--- src/rtl/regfile_wb_scheduler_pkg.sv ---
// Shared types and constants for the register-file write-port scheduler.
package regfile_sched_pkg;

    localparam int REG_ADDR_W = 5;
    localparam int NUM_REGS   = 32;
    localparam int RF_DATA_W  = 32;

    // One pending register-file write: destination and value.
    typedef struct packed {
        logic [REG_ADDR_W-1:0] addr;
        logic [RF_DATA_W-1:0]  data;
    } rf_wr_t;

endpackage

--- src/rtl/regfile_wb_scheduler_if.sv ---
// Bundle of the WB, long-latency dispatch/result, decode-source and
// register-file write-port signals around the scheduler.
// slave  = the scheduler itself, master = the surrounding pipeline.
interface regfile_wb_scheduler_if #(
    parameter int DATA_W = 32
);
    import regfile_sched_pkg::*;

    logic                  wb_we;
    logic [REG_ADDR_W-1:0] wb_addr;
    logic [DATA_W-1:0]     wb_data;

    logic                  ll_issue_valid;
    logic [REG_ADDR_W-1:0] ll_issue_addr;
    logic                  ll_issue_ready;

    logic                  ll_res_valid;
    logic [REG_ADDR_W-1:0] ll_res_addr;
    logic [DATA_W-1:0]     ll_res_data;
    logic                  ll_res_ready;

    logic [REG_ADDR_W-1:0] src1_addr;
    logic [REG_ADDR_W-1:0] src2_addr;
    logic                  hazard_stall;
    logic [NUM_REGS-1:0]   busy_vec;

    logic                  rf_we;
    logic [REG_ADDR_W-1:0] rf_a3;
    logic [DATA_W-1:0]     rf_wd3;

    modport slave (
        input  wb_we, wb_addr, wb_data,
        input  ll_issue_valid, ll_issue_addr,
        output ll_issue_ready,
        input  ll_res_valid, ll_res_addr, ll_res_data,
        output ll_res_ready,
        input  src1_addr, src2_addr,
        output hazard_stall, busy_vec,
        output rf_we, rf_a3, rf_wd3
    );

    modport master (
        output wb_we, wb_addr, wb_data,
        output ll_issue_valid, ll_issue_addr,
        input  ll_issue_ready,
        output ll_res_valid, ll_res_addr, ll_res_data,
        input  ll_res_ready,
        output src1_addr, src2_addr,
        input  hazard_stall, busy_vec,
        input  rf_we, rf_a3, rf_wd3
    );

endinterface

--- src/rtl/regfile_wb_scheduler_fifo.sv ---
// Small synchronous FIFO holding long-latency results until the register
// file write port is free. Caller guarantees no push when full and no pop
// when empty.
module rf_wr_fifo #(
    parameter int  DEPTH = 2,
    parameter type T     = regfile_sched_pkg::rf_wr_t
) (
    input  logic clk,
    input  logic rstn,
    input  logic push,
    input  T     wr_data,
    input  logic pop,
    output T     rd_data,
    output logic full,
    output logic empty
);
    localparam int PTR_W = (DEPTH > 1) ? $clog2(DEPTH) : 1;
    localparam int CNT_W = $clog2(DEPTH + 1);

    T                 mem [DEPTH];
    logic [PTR_W-1:0] wr_ptr;
    logic [PTR_W-1:0] rd_ptr;
    logic [CNT_W-1:0] count;

    function automatic logic [PTR_W-1:0] ptr_inc(input logic [PTR_W-1:0] p);
        return (p == PTR_W'(DEPTH - 1)) ? '0 : p + PTR_W'(1);
    endfunction

    assign rd_data = mem[rd_ptr];
    assign full    = (count == CNT_W'(DEPTH));
    assign empty   = (count == '0);

    // Storage needs no reset; only valid entries are ever read.
    always_ff @(posedge clk) begin
        if (push) mem[wr_ptr] <= wr_data;
    end

    // Pointers and occupancy.
    always_ff @(posedge clk or negedge rstn) begin
        if (!rstn) begin
            wr_ptr <= '0;
            rd_ptr <= '0;
            count  <= '0;
        end else begin
            if (push) wr_ptr <= ptr_inc(wr_ptr);
            if (pop)  rd_ptr <= ptr_inc(rd_ptr);
            case ({push, pop})
                2'b10:   count <= count + CNT_W'(1);
                2'b01:   count <= count - CNT_W'(1);
                default: count <= count;
            endcase
        end
    end

endmodule

--- src/rtl/regfile_wb_scheduler.sv ---
// Register-file write-port scheduler: WB has strict priority, buffered
// long-latency results fill idle slots. A scoreboard of registers awaiting
// long-latency results drives the decode-stage hazard stall and blocks
// write-after-write dispatches.
// Optional feature macro: REGFILE_WB_SCHED_BYPASS_EN -- when defined, a
// result arriving while the buffer is empty and WB leaves the port idle is
// written in its acceptance cycle instead of being buffered.
module regfile_wb_scheduler #(
    parameter int DEPTH  = 2,
    parameter int DATA_W = 32
) (
    input logic                   clk,
    input logic                   rstn,
    regfile_wb_scheduler_if.slave bus
);
    import regfile_sched_pkg::*;

    localparam int CNT_W = $clog2(DEPTH + 1);

    typedef struct packed {
        logic [REG_ADDR_W-1:0] addr;
        logic [DATA_W-1:0]     data;
    } wr_t;

    logic [NUM_REGS-1:0]   busy;
    logic [NUM_REGS-1:0]   busy_nxt;
    logic [CNT_W-1:0]      inflight;

    wr_t                   fifo_wr;
    wr_t                   fifo_head;
    logic                  fifo_full;
    logic                  fifo_empty;
    logic                  fifo_push;

    logic                  wb_take;
    logic                  head_pop;
    logic                  bypass;
    logic                  res_accept;
    logic                  issue_accept;
    logic                  retire;
    logic [REG_ADDR_W-1:0] clr_addr;

    logic                  rf_we;
    logic [REG_ADDR_W-1:0] rf_a3;
    logic [DATA_W-1:0]     rf_wd3;

    assign wb_take  = bus.wb_we && (bus.wb_addr != '0);
    assign head_pop = !wb_take && !fifo_empty;

`ifdef REGFILE_WB_SCHED_BYPASS_EN
    // rstn gating keeps the port WB-only while reset is asserted.
    assign bypass = rstn && !wb_take && fifo_empty && bus.ll_res_valid;
`else
    assign bypass = 1'b0;
`endif

    assign bus.ll_issue_ready = (inflight < CNT_W'(DEPTH)) && !busy[bus.ll_issue_addr];
    assign bus.ll_res_ready   = !fifo_full;
    assign bus.hazard_stall   = ((bus.src1_addr != '0) && busy[bus.src1_addr]) ||
                                ((bus.src2_addr != '0) && busy[bus.src2_addr]);
    assign bus.busy_vec       = busy;

    assign issue_accept = bus.ll_issue_valid && bus.ll_issue_ready;
    assign res_accept   = bus.ll_res_valid && bus.ll_res_ready;
    assign fifo_push    = res_accept && !bypass;
    assign retire       = head_pop || bypass;
    assign clr_addr     = head_pop ? fifo_head.addr : bus.ll_res_addr;

    assign fifo_wr.addr = bus.ll_res_addr;
    assign fifo_wr.data = bus.ll_res_data;

    rf_wr_fifo #(
        .DEPTH (DEPTH),
        .T     (wr_t)
    ) u_fifo (
        .clk     (clk),
        .rstn    (rstn),
        .push    (fifo_push),
        .wr_data (fifo_wr),
        .pop     (head_pop),
        .rd_data (fifo_head),
        .full    (fifo_full),
        .empty   (fifo_empty)
    );

    // Write-port mux: WB first, then buffer head, then (optionally) bypass.
    always_comb begin
        rf_we  = 1'b0;
        rf_a3  = '0;
        rf_wd3 = '0;
        if (wb_take) begin
            rf_we  = 1'b1;
            rf_a3  = bus.wb_addr;
            rf_wd3 = bus.wb_data;
        end else if (head_pop) begin
            rf_we  = (fifo_head.addr != '0);
            rf_a3  = fifo_head.addr;
            rf_wd3 = fifo_head.data;
        end else if (bypass) begin
            rf_we  = (bus.ll_res_addr != '0);
            rf_a3  = bus.ll_res_addr;
            rf_wd3 = bus.ll_res_data;
        end
    end

    assign bus.rf_we  = rf_we;
    assign bus.rf_a3  = rf_a3;
    assign bus.rf_wd3 = rf_wd3;

    // Scoreboard update: clear on result write, set on accepted dispatch.
    // The two never target the same register because dispatch requires !busy.
    always_comb begin
        busy_nxt = busy;
        if (retire) busy_nxt[clr_addr] = 1'b0;
        if (issue_accept && (bus.ll_issue_addr != '0)) busy_nxt[bus.ll_issue_addr] = 1'b1;
        busy_nxt[0] = 1'b0;
    end

    // Scoreboard and in-flight count registers.
    always_ff @(posedge clk or negedge rstn) begin
        if (!rstn) begin
            busy     <= '0;
            inflight <= '0;
        end else begin
            busy <= busy_nxt;
            case ({issue_accept, retire})
                2'b10:   inflight <= inflight + CNT_W'(1);
                2'b01:   inflight <= inflight - CNT_W'(1);
                default: inflight <= inflight;
            endcase
        end
    end

`ifndef SYNTHESIS
    wb_writes_busy_reg_a: assert property (@(posedge clk) disable iff (!rstn)
        !(bus.wb_we && (bus.wb_addr != '0) && busy[bus.wb_addr]));
`endif

endmodule

--- src/flat_wrapper.sv ---
// flat-port wrapper written by rule: the top's interface ports become plain ports
module regfile_wb_scheduler_flat import regfile_sched_pkg::*;
#(
    parameter int DEPTH  = 2,
    parameter int DATA_W = 32
)
  (clk, rstn, bus_wb_we, bus_wb_addr, bus_wb_data, bus_ll_issue_valid, bus_ll_issue_addr, bus_ll_issue_ready, bus_ll_res_valid, bus_ll_res_addr, bus_ll_res_data, bus_ll_res_ready, bus_src1_addr, bus_src2_addr, bus_hazard_stall, bus_busy_vec, bus_rf_we, bus_rf_a3, bus_rf_wd3);
  regfile_wb_scheduler_if #(.DATA_W(DATA_W)) bus_i ();
  input logic clk;
  input logic rstn;
  input wire logic [$bits(bus_i.wb_we)-1:0] bus_wb_we;
  input wire logic [$bits(bus_i.wb_addr)-1:0] bus_wb_addr;
  input wire logic [$bits(bus_i.wb_data)-1:0] bus_wb_data;
  input wire logic [$bits(bus_i.ll_issue_valid)-1:0] bus_ll_issue_valid;
  input wire logic [$bits(bus_i.ll_issue_addr)-1:0] bus_ll_issue_addr;
  output wire logic [$bits(bus_i.ll_issue_ready)-1:0] bus_ll_issue_ready;
  input wire logic [$bits(bus_i.ll_res_valid)-1:0] bus_ll_res_valid;
  input wire logic [$bits(bus_i.ll_res_addr)-1:0] bus_ll_res_addr;
  input wire logic [$bits(bus_i.ll_res_data)-1:0] bus_ll_res_data;
  output wire logic [$bits(bus_i.ll_res_ready)-1:0] bus_ll_res_ready;
  input wire logic [$bits(bus_i.src1_addr)-1:0] bus_src1_addr;
  input wire logic [$bits(bus_i.src2_addr)-1:0] bus_src2_addr;
  output wire logic [$bits(bus_i.hazard_stall)-1:0] bus_hazard_stall;
  output wire logic [$bits(bus_i.busy_vec)-1:0] bus_busy_vec;
  output wire logic [$bits(bus_i.rf_we)-1:0] bus_rf_we;
  output wire logic [$bits(bus_i.rf_a3)-1:0] bus_rf_a3;
  output wire logic [$bits(bus_i.rf_wd3)-1:0] bus_rf_wd3;
  assign bus_i.wb_we = bus_wb_we;
  assign bus_i.wb_addr = bus_wb_addr;
  assign bus_i.wb_data = bus_wb_data;
  assign bus_i.ll_issue_valid = bus_ll_issue_valid;
  assign bus_i.ll_issue_addr = bus_ll_issue_addr;
  assign bus_ll_issue_ready = bus_i.ll_issue_ready;
  assign bus_i.ll_res_valid = bus_ll_res_valid;
  assign bus_i.ll_res_addr = bus_ll_res_addr;
  assign bus_i.ll_res_data = bus_ll_res_data;
  assign bus_ll_res_ready = bus_i.ll_res_ready;
  assign bus_i.src1_addr = bus_src1_addr;
  assign bus_i.src2_addr = bus_src2_addr;
  assign bus_hazard_stall = bus_i.hazard_stall;
  assign bus_busy_vec = bus_i.busy_vec;
  assign bus_rf_we = bus_i.rf_we;
  assign bus_rf_a3 = bus_i.rf_a3;
  assign bus_rf_wd3 = bus_i.rf_wd3;
  regfile_wb_scheduler #(.DEPTH(DEPTH), .DATA_W(DATA_W)) u_core (.clk(clk), .rstn(rstn), .bus(bus_i));
endmodule
--- config.mk ---
export PLATFORM = sky130hd
export DESIGN_NAME = regfile_wb_scheduler_flat
export DESIGN_NICKNAME = d
export VERILOG_FILES = /design/src/rtl/regfile_wb_scheduler_pkg.sv /design/src/rtl/regfile_wb_scheduler_if.sv /design/src/rtl/regfile_wb_scheduler_fifo.sv /design/src/rtl/regfile_wb_scheduler.sv /design/src/flat_wrapper.sv
export SDC_FILE = /design/constraint.sdc
export NUM_CORES = 1
export LEC_CHECK = 0
export ABC_AREA = 1
export BUFFER_PORTS_ARGS = -buffer_cell sky130_fd_sc_hd__buf_2
export CAP_MARGIN = 20
export CORE_UTILIZATION = 35
export CTS_CLUSTER_SIZE = 14
export DETAILED_ROUTE_END_ITERATION = 10
export GPL_ROUTABILITY_DRIVEN = 0
export HOLD_SLACK_MARGIN = 0.02
export PLACE_DENSITY = 0.67
export SETUP_SLACK_MARGIN = 0.4
export SLEW_MARGIN = 0
export SYNTH_ARGS = -nofsm -noshare
export SYNTH_HDL_FRONTEND = slang
export SYNTH_SLANG_ARGS = --single-unit
--- constraint.sdc ---
create_clock -name clk -period 3 [get_ports clk]
set_clock_uncertainty 0.15 [all_clocks]
set_input_delay 0.45 -clock clk [delete_from_list [all_inputs] [get_ports clk]]
set_output_delay 0.45 -clock clk [all_outputs]
set_load 0.05 [all_outputs]
==> summary.txt, run 1 <==
Status: completed
Rel. slew slack: 42.8%
Worst setup path class: register to output pin
Chip width: 135 um
DRC errors left: 0
Drt pass-1 iters: 5
Utilization after layout: 44.0%
Total negative setup slack: 0 ps
Top_reg_cell synth: edfxtp_1
Final Hold Viols: 0
Number of synthesis warnings: 0
Worst-path clk slew: 80 ps
FP Rows: 48
Fraction of layout cells with a size suffix above 1: 29.2%
Crit-path cells: inv_1 -> nand2_1 -> nand2_8 -> inv_1 -> o21ai_2 -> nand2_1 -> buf_2
WL per Instance: 15.4 um
Mean post-synth cell area: 8.39 um2
Crit path from: u_core.u_fifo.count[0]$_DFFE_PN0P_
Arrival @ worst endpoint: 1960 ps
Mapped cell area: 0.00617 mm2
GRT Total Usage: 19.1%
Sequential share of the synthesized area: 51.0%
Fin. max-slew vios: 0
Ys async rst share: 33.3%
R2r startpoint: u_core.u_fifo.count[0]$_DFFE_PN0P_
# clock sinks: 111
Pleak: 3.43 nW
Total gr overflow: 0
Worst slew pin tran: 858 ps
Synth Instances: 735
Port buffer count: 165
CP required: 2400 ps
Final Hold Slack: 45.4 ps
Post-Place Cell Area: 0.00720 mm2
Final setup fails: 0
TritonCTS clock tree: built
Max-Cap Viols: 0
Die area: 0.0182 mm2
Fill cells: 1715
Reg-to-reg endpoint: u_core.bus.busy_vec[12]$_DFF_PN0_
Vias in the first global route: 5226
Post-Layout Inst Area: 0.00758 mm2
CTS buffer count: 9
Syn_nets: 831
Initial core utilization: 35.8%
Post-detail-place hpwl: 12500 um
Period Utilization, post-route: 85.2%
Placeable Area: 0.0172 mm2
Total Wirelength: 17200 um
Critical Path Sink: bus_rf_we
Top post-synthesis cells by count: 229 x nand2_1, 74 x edfxtp_1, 60 x inv_1
# H-tree levels: 3
Post-synth EDFFs: 74
Element type at the critical path end: output pin
Initial DRC count: 409
Post-synth top area share: 36.0%
Worst-Skew Late Latency: 360 ps
Synth Register Bits: 111
Worst Reg-to-Reg Cells: 9
Largest net degree at the start of global routing: 42
Diodes inserted: 0
Slowest-stage cell, CP: dfrtp_1
Initial antenna violation count: 2
Fin nets: 987
Total power per unit cell area: 971 mW/mm2
CP max stage delay: 400 ps
Vias per inst: 5.15
Final min period: 2560 ps
Global-route wire length before repair: 26900 um
R2R Setup Slk: 670 ps
Die height: 135 um
Count leader, synth: nand2_1
Post-DRT Antenna Nets: 0
Unique cell type count in the Yosys netlist: 40
Total number of vias: 5766
Reg area: 0.00315 mm2
Startpoint types: register
Fmax: 391 MHz
Bufs on Longest Clock Path: 2
Ranking of synthesized cells by area: edfxtp_1 36%, dfrtp_1 15%, nand2_1 14%
Boundary Pins: 167
Crit Path Max Fanout: 41
Multi-input logic area: 0.00264 mm2
Root Driver: clkbuf_16
Largest area contributor in the netlist: edfxtp_1
Syn-to-layout area delta: 22.9%
Peak VDD IR: 625 uV
RSZ-0062 raised after global routing: true
Worst min path class: primary input to asynchronous set/reset pin
[cells in the final DEF (no fill, tap or decap), types with 2 or more instances in the layout]
| cell type | netlist | layout |
|---|---|---|
| clkbuf_16 | 0 | 9 |
| buf_2 | 10 | 162 |
| o21ai_2 | 1 | 3 |
| nor2_4 | 1 | 3 |
| nand3_2 | 2 | 2 |
| a31o_2 | 31 | 31 |
| xnor2_1 | 2 | 2 |
| nand2_4 | 3 | 2 |
| o21ai_0 | 31 | 30 |
| a21oi_1 | 53 | 48 |
| inv_8 | 0 | 2 |
| edfxtp_1 | 74 | 74 |
| ha_1 | 2 | 2 |
| inv_2 | 4 | 3 |
| nor2_2 | 5 | 5 |
| buf_4 | 4 | 12 |
| inv_1 | 60 | 59 |
| xor2_1 | 3 | 3 |
| nand2_1 | 229 | 229 |
| nor2_1 | 48 | 46 |
| o211ai_1 | 4 | 4 |
| o21ai_1 | 6 | 5 |
| nor3_1 | 8 | 8 |
| or2_2 | 2 | 2 |
| buf_6 | 7 | 2 |
| buf_12 | 0 | 2 |
| dfrtp_1 | 37 | 37 |
| a21oi_2 | 0 | 5 |
| o21bai_1 | 2 | 2 |
| nand4_1 | 26 | 26 |
| nand3_1 | 53 | 53 |
| clkinv_4 | 0 | 2 |
| nand2_2 | 3 | 3 |
| clkinvlp_4 | 0 | 2 |
[metrics by stage]
stage	instances	power, mW	setup WS (ps)
finish	1120	7.36	445
global route	1120	7.77	326
CTS	1119	7.32	387
detailed placement	1103	6.10	225
global placement	1103	6.06	263
floorplan	735	5.13	405
[worst min path at each step]
stage,from,to,slack [ps]
2_1_floorplan,rstn,u_core.bus.busy_vec[10]$_DFF_PN0_,4
3_3_place_gp,u_core.inflight[0]$_DFFE_PN0P_,u_core.inflight[0]$_DFFE_PN0P_,330
3_5_place_dp,u_core.inflight[0]$_DFFE_PN0P_,u_core.inflight[0]$_DFFE_PN0P_,330
4_1_cts,rstn,u_core.bus.busy_vec[31]$_DFF_PN0_,70
5_1_grt,rstn,u_core.bus.busy_vec[27]$_DFF_PN0_,110
6_report,rstn,u_core.bus.busy_vec[26]$_DFF_PN0_,50
[routing by layer]
metal	up-vias	wire, um	track usage, %
met3	30	1140	4.20
met1	2687	7710	25.5
met4	2	265	5.62
li1	2820	-	-
met2	227	8100	31.0
met5	-	13	0
[cell families after synthesis]
kind of cell             share of synthesized area [%]
AND/OR/NAND/NOR                                   27.0
AO/OA/AOI/OAI                                     13.3
flip-flops                                        51.0
buffers and inverters                             7.38
XOR/XNOR                                         0.710
adder cells (fa/ha/maj)                          0.406
other                                           0.0608
multiplexers                                     0.162
[worst max-delay path: cells and delay by family, from the launching register on]
kind	cells	cell delay (ps)
flops	1	400
compound gates	1	100
simple gates	3	520
buf+inv	3	560
[power breakdown]
part	switching [mW]	internal (mW)	leakage, nW
Combinational	2.72	0.973	2.13
Sequential	0.371	2.12	1.15
Clock	0.592	0.584	0.143
[sequential cells by signal, indices dropped and copies added, names as in the netlist]
register / cells
u_core.bus.busy_vec: 31
u_core.u_fifo.count: 2
u_core.u_fifo.wr_ptr: 1
u_core.inflight: 2
u_core.u_fifo.mem: 74
u_core.u_fifo.rd_ptr: 1
[timing repair]
action / 4_1_cts / 5_1_grt
gates cloned: 1 / 0
hold buffers: 0 / 0
resized for setup: 9 / 16
endpoints found under the setup margin: 15 / 22
hold endpoints to repair: 0 / 0
buffers inserted: 0 / 1
pin swaps: 0 / 1
[final cells by class]
| type | instances | area share (%) |
|---|---|---|
| clock buffers | 9 | 2.97 |
| repair inverters | 1 | 0.0990 |
| clock inverters | 6 | 0.858 |
| flip-flops and latches | 111 | 41.5 |
| multi-input cells | 525 | 34.8 |
| inverters | 64 | 3.25 |
| repair buffers | 179 | 12.8 |
| well taps | 225 | 3.71 |
Note: power is estimated with default switching activity, not from simulation.
==> inputs of run 2 (changes only) <==
MAX_ROUTING_LAYER = met4   (was unset)
SYNTH_HIERARCHICAL = 1   (was unset)
==> summary.txt, run 2 <==
Status: completed
Syn_nets: 808 (-2.8%)
R2r startpoint: u_core/u_fifo/rd_ptr$_DFFE_PN0P_
Fraction of layout cells with a size suffix above 1: 26.4% (-2.8 points)
Pleak: 3.51 nW (+2.3%)
CTS buffer count: 9 (unchanged)
Worst slew pin tran: 849 ps (-8.97 ps)
Initial DRC count: 547 (+34%)
Total power per unit cell area: 990 mW/mm2 (+2.0%)
Max-Cap Viols: 0 (unchanged)
WL per Instance: 15.7 um (+2.1%)
Peak VDD IR: 598 uV (-4.4%)
Total gr overflow: 0 (unchanged)
Number of synthesis warnings: 6 (+6)
Syn-to-layout area delta: 22.3%
R2R Setup Slk: 660 ps (about the same)
Chip width: 136 um (+0.69%)
GRT Total Usage: 19.3% (+0.23 points)
Final Hold Slack: 40.1 ps (-5.33 ps)
Vias in the first global route: 5076 (-2.9%)
# clock sinks: 111 (unchanged)
Ranking of synthesized cells by area: edfxtp_1 36%, dfrtp_1 15%, nand2_1 11%
Top_reg_cell synth: edfxtp_1
Initial core utilization: 36.0% (+0.25 points)
Element type at the critical path end: output pin
Port buffer count: 165 (unchanged)
DRC errors left: 0 (unchanged)
Initial antenna violation count: 1 (-1)
Rel. slew slack: 43.4% (+0.60 points)
Post-synth EDFFs: 74 (unchanged)
Root Driver: clkbuf_16
Arrival @ worst endpoint: 1950 ps (about the same)
Crit path from: u_core/u_fifo/count[0]$_DFFE_PN0P_
Worst-path clk slew: 80 ps (about the same)
Final Hold Viols: 0 (unchanged)
Worst Reg-to-Reg Cells: 8 (-1)
Placeable Area: 0.0174 mm2 (+0.70%)
Total negative setup slack: 0 ps (unchanged)
Largest area contributor in the netlist: edfxtp_1
Fmax: 392 MHz (+0.22%)
Drt pass-1 iters: 6 (+1)
Boundary Pins: 167 (unchanged)
Global-route wire length before repair: 26400 um (-2.0%)
Fin nets: 970 (-1.7%)
Largest net degree at the start of global routing: 62 (+48%)
Mean post-synth cell area: 8.78 um2 (+4.7%)
CP required: 2400 ps (about the same)
Synth Register Bits: 111 (unchanged)
Startpoint types: register
Post-DRT Antenna Nets: 0 (unchanged)
Final min period: 2550 ps (-5.73 ps)
Leading cell type in the layout, fill and taps excluded: nand2_1
Final setup fails: 0 (unchanged)
Die height: 136 um (+0.69%)
Mapped cell area: 0.00625 mm2 (+1.4%)
Total number of vias: 5823 (+0.99%)
Ys async rst share: 33.3% (unchanged)
Commonest cells after routing, fill and taps aside: 185 x nand2_1, 163 x buf_2, 84 x inv_1
Utilization after layout: 44.1% (+0.092 points)
Bufs on Longest Clock Path: 2 (unchanged)
Crit Path Max Fanout: 27 (-34%)
Die area: 0.0184 mm2 (+1.4%)
Period Utilization, post-route: 85.0% (-0.19 points)
FP Rows: 48 (unchanged)
Top post-synthesis cells by count: 185 x nand2_1, 85 x inv_1, 74 x edfxtp_1
Count leader, synth: nand2_1
Post-detail-place hpwl: 12100 um (-2.9%)
Worst-Skew Late Latency: 360 ps (about the same)
Unique cell type count in the Yosys netlist: 38 (-5.0%)
Post-synth top area share: 35.5% (-0.50 points)
Critical Path Sink: bus_rf_wd3[6]
Reg-to-reg endpoint: u_core/bus.busy_vec[8]$_DFF_PN0_
Worst min path class: primary input to asynchronous set/reset pin
Max FFs per register: 74 (unchanged)
Synth Instances: 712 (-3.1%)
# H-tree levels: 3 (unchanged)
Vias per inst: 5.27 (+2.4%)
Total Wirelength: 17400 um (+0.73%)
TritonCTS clock tree: built
Worst setup path class: register to output pin
Hold buffers post-CTS: 0 (unchanged)
RSZ-0062 raised after global routing: true
Sequential share of the synthesized area: 50.3% (-0.70 points)
Fin. max-slew vios: 0 (unchanged)
Largest reg by FF count: u_core/u_fifo/mem
==> run 2: cell count changes in the layout (fill, tap and decap cells not counted), moves of 4 or more <==
cell / delta
a31o_2: -31
a32o_1: +32
o21ai_0: +21
nand3_1: -36
nor2_1: -17
a21oi_1: -25
nand4_1: +40
buf_4: +12
inv_1: +25
o21ai_1: +15
nand2_1: -44
a21oi_2: -4
==> run 2: per-stage QoR <==
step | power [mW] | instances | worst slack (ps) | area (um2)
after floorplan | 5.31 | 712 | 501 | 6260
after global placement | 6.17 | 1078 | 174 | 7230
after detailed placement | 6.20 | 1078 | 76.3 | 7230
after CTS | 7.51 | 1095 | 301 | 7570
after global routing | 8.00 | 1105 | 358 | 7650
final | 7.58 | 1105 | 451 | 7650
==> run 2: cell families after synthesis <==
group	after synthesis	synth area share, %
AOI/OAI and AO/OA	145	15.3
other	1	0.0600
xor gates and xnor gates	5	0.700
buffers and inverters	131	9.82
muxes	1	0.160
DFF	111	50.3
adders and majority gates	2	0.400
and+or+nand+nor	316	23.2
==> run 2: worst max-delay path: stages, from the launching register on <==
cell and delay, ps:
dfrtp_1 440, nor2_1 180, inv_1 100, nand2_4 90, clkinvlp_4 150, buf_12 200
a32o_1 210, buf_2 210
==> run 2: layer usage <==
layer,share of wire [%],track usage (%),up-vias
li1,-,-,2825
met1,42,24.6,2701
met2,48,30.5,278
met3,8.7,4.26,19
met4,1.5,6.18,0
met5,0,-,-
==> run 2: how the worst min path moves through the flow <==
stage	start	endpoint	slack, ps	cells after the start
3_5_place_dp	u_core/inflight[0]$_DFFE_PN0P_	u_core/inflight[0]$_DFFE_PN0P_	330	1
3_3_place_gp	u_core/inflight[0]$_DFFE_PN0P_	u_core/inflight[0]$_DFFE_PN0P_	330	1
6_report	rstn	u_core/bus.busy_vec[22]$_DFF_PN0_	40	1
5_1_grt	bus_ll_res_data[12]	u_core/u_fifo/mem[0][12]$_DFFE_PP_	100	1
4_1_cts	rstn	u_core/bus.busy_vec[31]$_DFF_PN0_	70	1
2_1_floorplan	rstn	u_core/bus.busy_vec[10]$_DFF_PN0_	4	0
==> run 2: what timing repair did <==
action / CTS / global route
pin swaps: 1 / 1
resized for setup: 3 / 9
setup endpoints to repair: 29 / 34
gates cloned: 1 / 0
setup buffers: 0 / 9
==> run 2: area by class of cell <==
cell class | instances | area [um2]
Fill cell | 1696 | 9700
Sequential cell | 111 | 3150
Multi-Input combinational cell | 471 | 2510
Timing Repair Buffer | 191 | 1040
Inverter | 90 | 345
Tap cell | 225 | 282
Clock buffer | 9 | 225
Clock inverter | 7 | 91.3
Antenna cell | 1 | 2.50
==> run 2: where the power goes <==
part	total, mW	switching [mW]	internal (mW)
Combinational	3.80	2.80	0.997
Sequential	2.52	0.392	2.13
Clock	1.26	0.642	0.615
Total	7.58	3.84	3.74
